## src/rtl/aud_rec_capture.sv

```systemverilog
// -----------------------------------------------------------------------------
// aud_rec_capture
//   I2S capture stage feeding the SRAM write port. The codec ADC stream is
//   brought into the system clock domain, the left-channel word of every LR
//   frame is deserialised MSB first, and one sample plus a one-cycle write
//   strobe is produced per frame. Recording is steered by the debounced
//   record / pause / stop key pulses.
//
// Ports
//   i_clk, i_rst        system clock, synchronous active-high reset
//   i_start/i_pause/i_stop  one-cycle key pulses (stop > pause > start)
//   i_aud_bclk          codec bit clock (async, <= i_clk/4)
//   i_aud_lrck          codec ADC LR clock (async, 0 = left half)
//   i_aud_adcdat        codec serial data (async)
//   o_addr              SRAM address of the current / next sample
//   o_data              captured sample, valid while o_wr = 1, then held
//   o_wr                one-cycle SRAM write strobe
//   o_recording         high in ARM / SHIFT / WRITE
//   o_full              sticky, set once ADDR_MAX has been written
//   o_last_addr         last address written (0 before any write)
// -----------------------------------------------------------------------------
module aud_rec_capture #(
    parameter int                DATA_W   = 16,
    parameter int                ADDR_W   = 20,
    parameter logic [ADDR_W-1:0] ADDR_MAX = 20'hFFFFF,
    parameter int                SYNC_N   = 2
) (
    input  logic              i_clk,
    input  logic              i_rst,
    input  logic              i_start,
    input  logic              i_pause,
    input  logic              i_stop,
    input  logic              i_aud_bclk,
    input  logic              i_aud_lrck,
    input  logic              i_aud_adcdat,
    output logic [ADDR_W-1:0] o_addr,
    output logic [DATA_W-1:0] o_data,
    output logic              o_wr,
    output logic              o_recording,
    output logic              o_full,
    output logic [ADDR_W-1:0] o_last_addr
);

    localparam int               CNT_W    = $clog2(DATA_W + 1);
    localparam logic [CNT_W-1:0] LAST_BIT = CNT_W'(DATA_W - 1);

    localparam logic [2:0] ST_IDLE   = 3'd0;
    localparam logic [2:0] ST_ARM    = 3'd1;
    localparam logic [2:0] ST_SHIFT  = 3'd2;
    localparam logic [2:0] ST_WRITE  = 3'd3;
    localparam logic [2:0] ST_PAUSED = 3'd4;

    // ---- stage p0: synchronisers on the three codec pins ----
    logic [SYNC_N-1:0] bclk_sync_p0;
    logic [SYNC_N-1:0] lrck_sync_p0;
    logic [SYNC_N-1:0] dat_sync_p0;
    logic              bclk_s;
    logic              lrck_s;
    logic              dat_s;

    always_ff @(posedge i_clk) begin
        if (i_rst) begin
            bclk_sync_p0 <= '0;
            lrck_sync_p0 <= '0;
            dat_sync_p0  <= '0;
        end else begin
            bclk_sync_p0 <= {bclk_sync_p0[SYNC_N-2:0], i_aud_bclk};
            lrck_sync_p0 <= {lrck_sync_p0[SYNC_N-2:0], i_aud_lrck};
            dat_sync_p0  <= {dat_sync_p0[SYNC_N-2:0], i_aud_adcdat};
        end
    end

    assign bclk_s = bclk_sync_p0[SYNC_N-1];
    assign lrck_s = lrck_sync_p0[SYNC_N-1];
    assign dat_s  = dat_sync_p0[SYNC_N-1];

    // ---- stage p1: registered edge detect, data bit travels with the BCLK rise ----
    logic bclk_prev;
    logic lrck_prev;
    logic bclk_rise_p1;
    logic lrck_fall_p1;
    logic lrck_rise_p1;
    logic dat_p1;

    always_ff @(posedge i_clk) begin
        if (i_rst) begin
            bclk_prev    <= 1'b0;
            lrck_prev    <= 1'b0;
            bclk_rise_p1 <= 1'b0;
            lrck_fall_p1 <= 1'b0;
            lrck_rise_p1 <= 1'b0;
            dat_p1       <= 1'b0;
        end else begin
            bclk_prev    <= bclk_s;
            lrck_prev    <= lrck_s;
            bclk_rise_p1 <= bclk_s & ~bclk_prev;
            lrck_fall_p1 <= lrck_prev & ~lrck_s;
            lrck_rise_p1 <= ~lrck_prev & lrck_s;
            dat_p1       <= dat_s;
        end
    end

    // ---- stage p2: capture FSM, shift register and SRAM-side outputs ----
    logic [2:0]        state;
    logic [DATA_W-1:0] shreg;
    logic [DATA_W-1:0] shreg_next;
    logic [CNT_W-1:0]  bitcnt;
    logic              delay_pending;

    assign shreg_next = {shreg[DATA_W-2:0], dat_p1};

    always_ff @(posedge i_clk) begin
        if (i_rst) begin
            state         <= ST_IDLE;
            shreg         <= '0;
            bitcnt        <= '0;
            delay_pending <= 1'b0;
            o_addr        <= '0;
            o_data        <= '0;
            o_wr          <= 1'b0;
            o_full        <= 1'b0;
            o_last_addr   <= '0;
        end else begin
            o_wr <= 1'b0;
            case (state)
                ST_IDLE: begin
                    if (i_start && !i_pause && !o_full) begin
                        state <= ST_ARM;
                    end
                end
                ST_ARM: begin
                    if (i_pause) begin
                        state <= ST_PAUSED;
                    end else if (lrck_fall_p1) begin
                        // Left half begins; the next BCLK rise is the I2S delay bit.
                        state         <= ST_SHIFT;
                        shreg         <= '0;
                        bitcnt        <= '0;
                        delay_pending <= 1'b1;
                    end
                end
                ST_SHIFT: begin
                    if (i_pause) begin
                        state <= ST_PAUSED;
                    end else if (lrck_rise_p1) begin
                        // Right half started before a full word: drop the partial sample.
                        state <= ST_ARM;
                    end else if (bclk_rise_p1) begin
                        if (delay_pending) begin
                            delay_pending <= 1'b0;
                        end else begin
                            shreg  <= shreg_next;
                            bitcnt <= bitcnt + 1'b1;
                            if (bitcnt == LAST_BIT) begin
                                // o_wr is registered together with the WRITE state so the
                                // strobe lines up exactly with the WRITE cycle.
                                state  <= ST_WRITE;
                                o_wr   <= 1'b1;
                                o_data <= shreg_next;
                            end
                        end
                    end
                end
                ST_WRITE: begin
                    o_last_addr <= o_addr;
                    if (o_addr == ADDR_MAX) begin
                        o_full <= 1'b1;
                        state  <= ST_IDLE;
                    end else begin
                        o_addr <= o_addr + 1'b1;
                        state  <= i_pause ? ST_PAUSED : ST_ARM;
                    end
                end
                ST_PAUSED: begin
                    if (i_start && !i_pause) begin
                        state <= ST_ARM;
                    end
                end
                default: begin
                    state <= ST_IDLE;
                end
            endcase

            // Stop overrides everything above; a write already on the bus this
            // cycle still completes (o_last_addr update above is kept).
            if (i_stop) begin
                state  <= ST_IDLE;
                o_addr <= '0;
                o_full <= 1'b0;
                o_wr   <= 1'b0;
            end
        end
    end

    assign o_recording = (state == ST_ARM) || (state == ST_SHIFT) || (state == ST_WRITE);

endmodule

```

## config.mk

```make
export PLATFORM = sky130hd
export DESIGN_NAME = aud_rec_capture
export DESIGN_NICKNAME = d
export VERILOG_FILES = /design/src/rtl/aud_rec_capture.sv
export SDC_FILE = /design/constraint.sdc
export NUM_CORES = 1
export LEC_CHECK = 0
export CELL_PAD_IN_SITES_DETAIL_PLACEMENT = 1
export CELL_PAD_IN_SITES_GLOBAL_PLACEMENT = 2
export CORE_ASPECT_RATIO = 1.5
export CORE_MARGIN = 4
export CORE_UTILIZATION = 32
export DETAILED_ROUTE_END_ITERATION = 8
export PLACE_DENSITY_LB_ADDON = 0.1
export SETUP_SLACK_MARGIN = 0.15
export SYNTH_ARGS = -nofsm -noshare
export SYNTH_HDL_FRONTEND = slang
export SYNTH_SLANG_ARGS = --single-unit
```

## constraint.sdc

```tcl
create_clock -name i_clk -period 2.5 [get_ports i_clk]
set_clock_uncertainty 0.2 [all_clocks]
set_input_delay 0.25 -clock i_clk [delete_from_list [all_inputs] [get_ports i_clk]]
set_output_delay 0.25 -clock i_clk [all_outputs]
set_load 0.005 [all_outputs]
```

======== Word level (Yosys, flattened, before mapping) ========
Cells that the tools add are included.
operators by class
  add/subtract/negate cells ............... 2
  equality and inequality tests ........... 18
  mux-type cells .......................... 33
  bitwise gates (word level) .............. 12
  reduce and logical (&&, ||, !) cells .... 16
operators by type and width
  cell                                           count
  two-way mux 15 bit                             6
  two-way mux 3 bit                              11
  two-way mux 5 bit                              6
  case mux 15 bit (2 select lines)               1
  adder 20 x 1 -> 20 bit, second input constant  1
  == test 20 bit, second input constant          1
  AND reduction 6 bit                            3
  != test 2 bit, second input constant           8
  case mux 3 bit (5 select lines)                1
  != test 4 bit, second input constant           3
  case mux 5 bit (2 select lines)                1
  NOT 1 bit                                      9
  AND reduction 7 bit                            1
  OR reduction 7 bit                             1
  == test 3 x 2 -> 1 bit, second input constant  2
  two-way mux 1 bit                              6
  adder 5 x 1 -> 5 bit, second input constant    1
  == test 5 x 4 -> 1 bit, second input constant  1
  AND reduction 2 bit                            2
  AND 1 bit                                      3
  == test 3 x 1 -> 1 bit, second input constant  1
  == test 3 bit, second input constant           1
  logical NOT 3 bit                              1
  != test 3 bit, second input constant           1
  other kinds (6)                                9
storage, ports and cells
  register bits after elaboration ......... 94
  input port bits ......................... 8
  output and inout port bits .............. 59
  logic and storage cells ................. 99

======== Depth between registers and ports, before layout ========
  depth after elaboration ................. 7
  depth in mapped cells ................... 8
  mapped depth without buffers ............ 7

======== Worst setup path before layout ========
No wires, ideal clock.
  path type ............................... register -> register
  from .................................... reg bitcnt[0]
  to ...................................... reg o_data[6]
  setup time .............................. 0.128 ns
  data arrival time ....................... 1.774 ns
  setup slack ............................. 0.398 ns
  cell stages (with the launch flop) ...... 9
  path buffers ............................ 1
  clock period less this slack ............ 2.102 ns
  cells stage by stage .................... dfxtp_1 -> ha_1 -> and3_1 -> ha_1 -> nand3b_1 -> nor4_4 -> buf_6 -> mux2i_1 -> nor2_1
between the ends
  longest elaborated chain between the ends .. 2
RTL lines
  element                               line  RTL
  from (decl)                           107   logic [CNT_W-1:0] bitcnt;
  from (signal assigned)                153   bitcnt <= bitcnt + 1'b1;
  == test 5 x 4 -> 1 bit                154   if (bitcnt == LAST_BIT) begin
  AND reduction 6 bit (no source line)  n/a
  to (signal assigned)                  159   o_data <= shreg_next;
  to (decl)                             37    output logic [DATA_W-1:0] o_data,
Every way passes these cells.
A chain may end at the register's enable or synchronous reset.

======== Worst setup path in the final report ========
  from .................................... reg bitcnt[0]
  to ...................................... reg o_data[5]
Same word-level chain as after synthesis.

==> metrics.md <==
| Metric | Value |
|---|---|
| Signed area change from the synthesized netlist to the final layout | 31.4% |
| Net count of the mapped netlist | 414 |
| Slew margin rel. | 58.4% |
| Number of failing hold endpoints at the final stage | 0 |
| Antenna Cells | 0 |
| Number of synthesized flops with an enable pin | 0 |
| Int Pwr | 2310 uW |
| Die boundary height | 142 um |
| Count of unresolved DRC violations after routing | 0 |
| Switching share of power | 22.1% |
| Final Worst Setup Slack | 0.325 ns |
| Share of synthesized flip-flops with an asynchronous set or reset | 0% |
| Routed length on met2 | 5750 um |
| Die Footprint | 13,800 um^2 |
| Class of the most critical hold timing path | input pin to flip-flop |
| CTS tree | done |
| Number of instances in the synthesized netlist | 403 |
| Cell leakage power | 0.00170 uW |
| Avg Cell Area, Syn | 9.47 um^2 |
| Largest buffer count on any clock path | 2 |
| Slack of the worst reg-to-reg path | 0.32 ns |
| Setup tns final | 0 ns |
| Worst-path clk slew | 0.07 ns |
| Peak supply drop | 0.000346 V |
| Worst Hold Slack | 0.178 ns |
| Largest net degree at the start of global routing | 25 |
| Number of buffers created by CTS | 9 |
| Combined global-route utilization of all metal layers | 15.6% |
| Iteration count of the initial detailed-routing pass | 4 |
| Main flop type after synthesis | sky130_fd_sc_hd__dfxtp_1 |
| Psw | 656 uW |
| Worst Setup Start Kind | flip-flop |
| CP max stage cell | sky130_fd_sc_hd__dfxtp_1 |
| H-tree levels | 3 |
| Number of antenna-violating nets in the routed design | 0 |
| Crit Path Max Fanout | 16 |
| Required time of the worst setup path | 2.53 ns |
| Initial antenna violation count | 0 |
| Overflow left after global routing | 0 |
| Worst-Margin Slew | 0.619 ns |
| First-pass GRT wire length | 17,300 um |
| Number of global-route vias before repair | 3,353 |
| Final net count | 490 |
| Area of the core | 11,600 um^2 |
| Pre-CTS WS | 0.180 ns |
| Count of non-filler cells in the finished layout | 633 |
| Part of the power in combinational logic | 2.4% |
| Signal arrival time at the worst endpoint | 2.20 ns |
| Setup repair after global routing missed its margin | false |
| Routed length per instance | 16.8 um |
| Tmin final | 2.18 ns |
| Final Setup Violations | 0 |
| Routed length on met3 | 351 um |
| Critical Path, Cell by Cell | ha_1 -> and3_1 -> ha_1 -> nand3b_1 -> nor4_4 -> buf_4 -> mux2i_1 -> nor2_1 |
| Most common cell after layout, fill and taps aside | sky130_fd_sc_hd__dfxtp_1 |
| Chip Width | 97.2 um |
| Largest stage delay on the critical path | 0.36 ns |
| DR vias/cell | 5.14 |
| WS Path Type | flip-flop to flip-flop |
| Uppermost layer routed | met4 |
| Highest-count cells in the layout ignoring fill and taps | 94 x sky130_fd_sc_hd__dfxtp_1, 65 x sky130_fd_sc_hd__clkdlybuf4s50_1, 57 x sky130_fd_sc_hd__nand2_1 |
| Total power per unit cell area | 592 nW/um^2 |
| Part of the total power dissipated in sequential elements | 50.9% |
| Portion of total power attributed to the clock network | 46.8% |
| Cell count after placement | 618 |
| Synthesis warning total | 0 |
| Floorplan row count | 48 |
| Register area share after synthesis | 49.3% |
| Maximum clock frequency | 460 MHz |
| Clock sink count | 94 |
| Max-slew violation total from the final report | 0 |
| Max-capacitance violation count | 0 |
| Post-CTS Setup Repair Bufs | 0 |
| Overall routed net length | 10,600 um |
| Endpoint type of the worst setup path | flip-flop |
| Tot Pwr | 2970 uW |
| Final worst path period share | 87.0% |
| Number of top-level design ports | 67 |
| Length of routed wiring on met1 | 4270 um |
| Share of cells above drive strength 1 | 13.5% |
| Post-synthesis sequential element count | 94 |
| Estimated wirelength of the detail-placed design | 7920 um |
| Clock Root Buffer | sky130_fd_sc_hd__clkbuf_16 |
| Most frequent cell on the critical path | sky130_fd_sc_hd__ha_1 |
| Vias after detailed routing | 3,256 |
| Port-buffer cells | 66 |
| Starting density of the core | 32.9% |
| Placer congestion estimate | 0.770 |
| First-iteration detailed-routing DRC count | 58 |
| Cell area after technology mapping | 3810 um^2 |
| Clk_lat worst skew | 0.34 ns |
| Status | completed |
| Post-synth cell types | 59 |
[cell type report]
type	count	area, um^2
clock buffers	9	225
fillers	1327	6580
repair buffers	89	828
multi-input cells	280	1800
flip-flops and latches	94	1880
well taps	150	188
inverters	5	18.8
clock inverters	6	70.1
[flip-flops by register name (all words and copies together) (netlist names)]
name / count
o_addr: 20
o_last_addr: 20
o_data: 16
shreg: 15
bitcnt: 5
state: 3
bclk_sync_p0: 2
dat_sync_p0: 2
lrck_sync_p0: 2
bclk_prev: 1
bclk_rise_p1: 1
dat_p1: 1
delay_pending: 1
lrck_fall_p1: 1
lrck_prev: 1
lrck_rise_p1: 1
o_full: 1
o_wr: 1
[cell families (layout without fill, tap and decap cells)]
group / count (synthesis) / in the layout / synth area share (%)
AND/OR/NAND/NOR: 163 / 163 / 23.9
flip-flops: 94 / 94 / 49.3
AO/OA/AOI/OAI: 92 / 92 / 16.4
buffers and inverters: 29 / 109 / 3.64
multiplexers: 22 / 22 / 5.81
adder cells (fa/ha/maj): 3 / 3 / 0.984
[power groups by stage]
| stage | Sequential (uW) | Combinational, uW | Clock, uW |
|---|---|---|---|
| after global placement | 1540 | 69.9 | 0 |
| after CTS | 1510 | 71.6 | 1440 |
| after detailed placement | 1540 | 71.6 | 0 |
| after global routing | 1510 | 77.0 | 1500 |
| after floorplan | 1540 | 41.9 | 0 |
| final | 1510 | 69.8 | 1390 |
[layer usage]
| layer | vias to the layer above | GRT usage (%) |
|---|---|---|
| li1 | 1604 | - |
| met1 | 1574 | 16.6 |
| met2 | 63 | 29.5 |
| met3 | 15 | 2.95 |
| met4 | 0 | 7.32 |
| met5 | - | 0 |
[synthesized netlist by cell type (9+ instances only)]
library cell,instances,area [um^2]
sky130_fd_sc_hd__a21oi_1,40,200
sky130_fd_sc_hd__nand3_1,9,45.0
sky130_fd_sc_hd__or3_1,9,56.3
sky130_fd_sc_hd__o21ai_0,11,55.1
sky130_fd_sc_hd__nand2_1,57,214
sky130_fd_sc_hd__nor2b_1,13,81.3
sky130_fd_sc_hd__mux2i_1,21,210
sky130_fd_sc_hd__dfxtp_1,94,1880
sky130_fd_sc_hd__clkbuf_1,11,41.3
sky130_fd_sc_hd__a22o_2,9,90.1
sky130_fd_sc_hd__nand4_1,9,56.3
sky130_fd_sc_hd__nor2_1,25,93.8
[critical path: cells and delay by family, from the launching register on]
| kind | cells | cell delay, ns |
|---|---|---|
| muxes | 1 | 0.23 |
| adders and majority gates | 2 | 0.36 |
| DFF | 1 | 0.36 |
| buffers and inverters | 1 | 0.33 |
| and+or+nand+nor | 4 | 0.58 |
[final timing paths]
check,startpoint,to,cells past startpoint
hold reg to reg,bclk_prev,bclk_rise_p1,1
setup reg to reg,bitcnt[0],o_data[5],8
hold / removal,i_rst,shreg[14],3
setup / recovery,bitcnt[0],o_data[5],8
[through the flow]
step                util (%)  area [um^2]
floorplan                  -         3810
global placement        40.6         4710
detailed placement      40.6         4710
CTS                     43.2         5010
global route            43.3         5010
finish                  43.3         5010
[repair_timing]
item,4_1_cts,5_1_grt
endpoints found under the setup margin,0,20
hold buffers,0,0
resized for setup,0,2
Power figures use the tool's default switching activity.
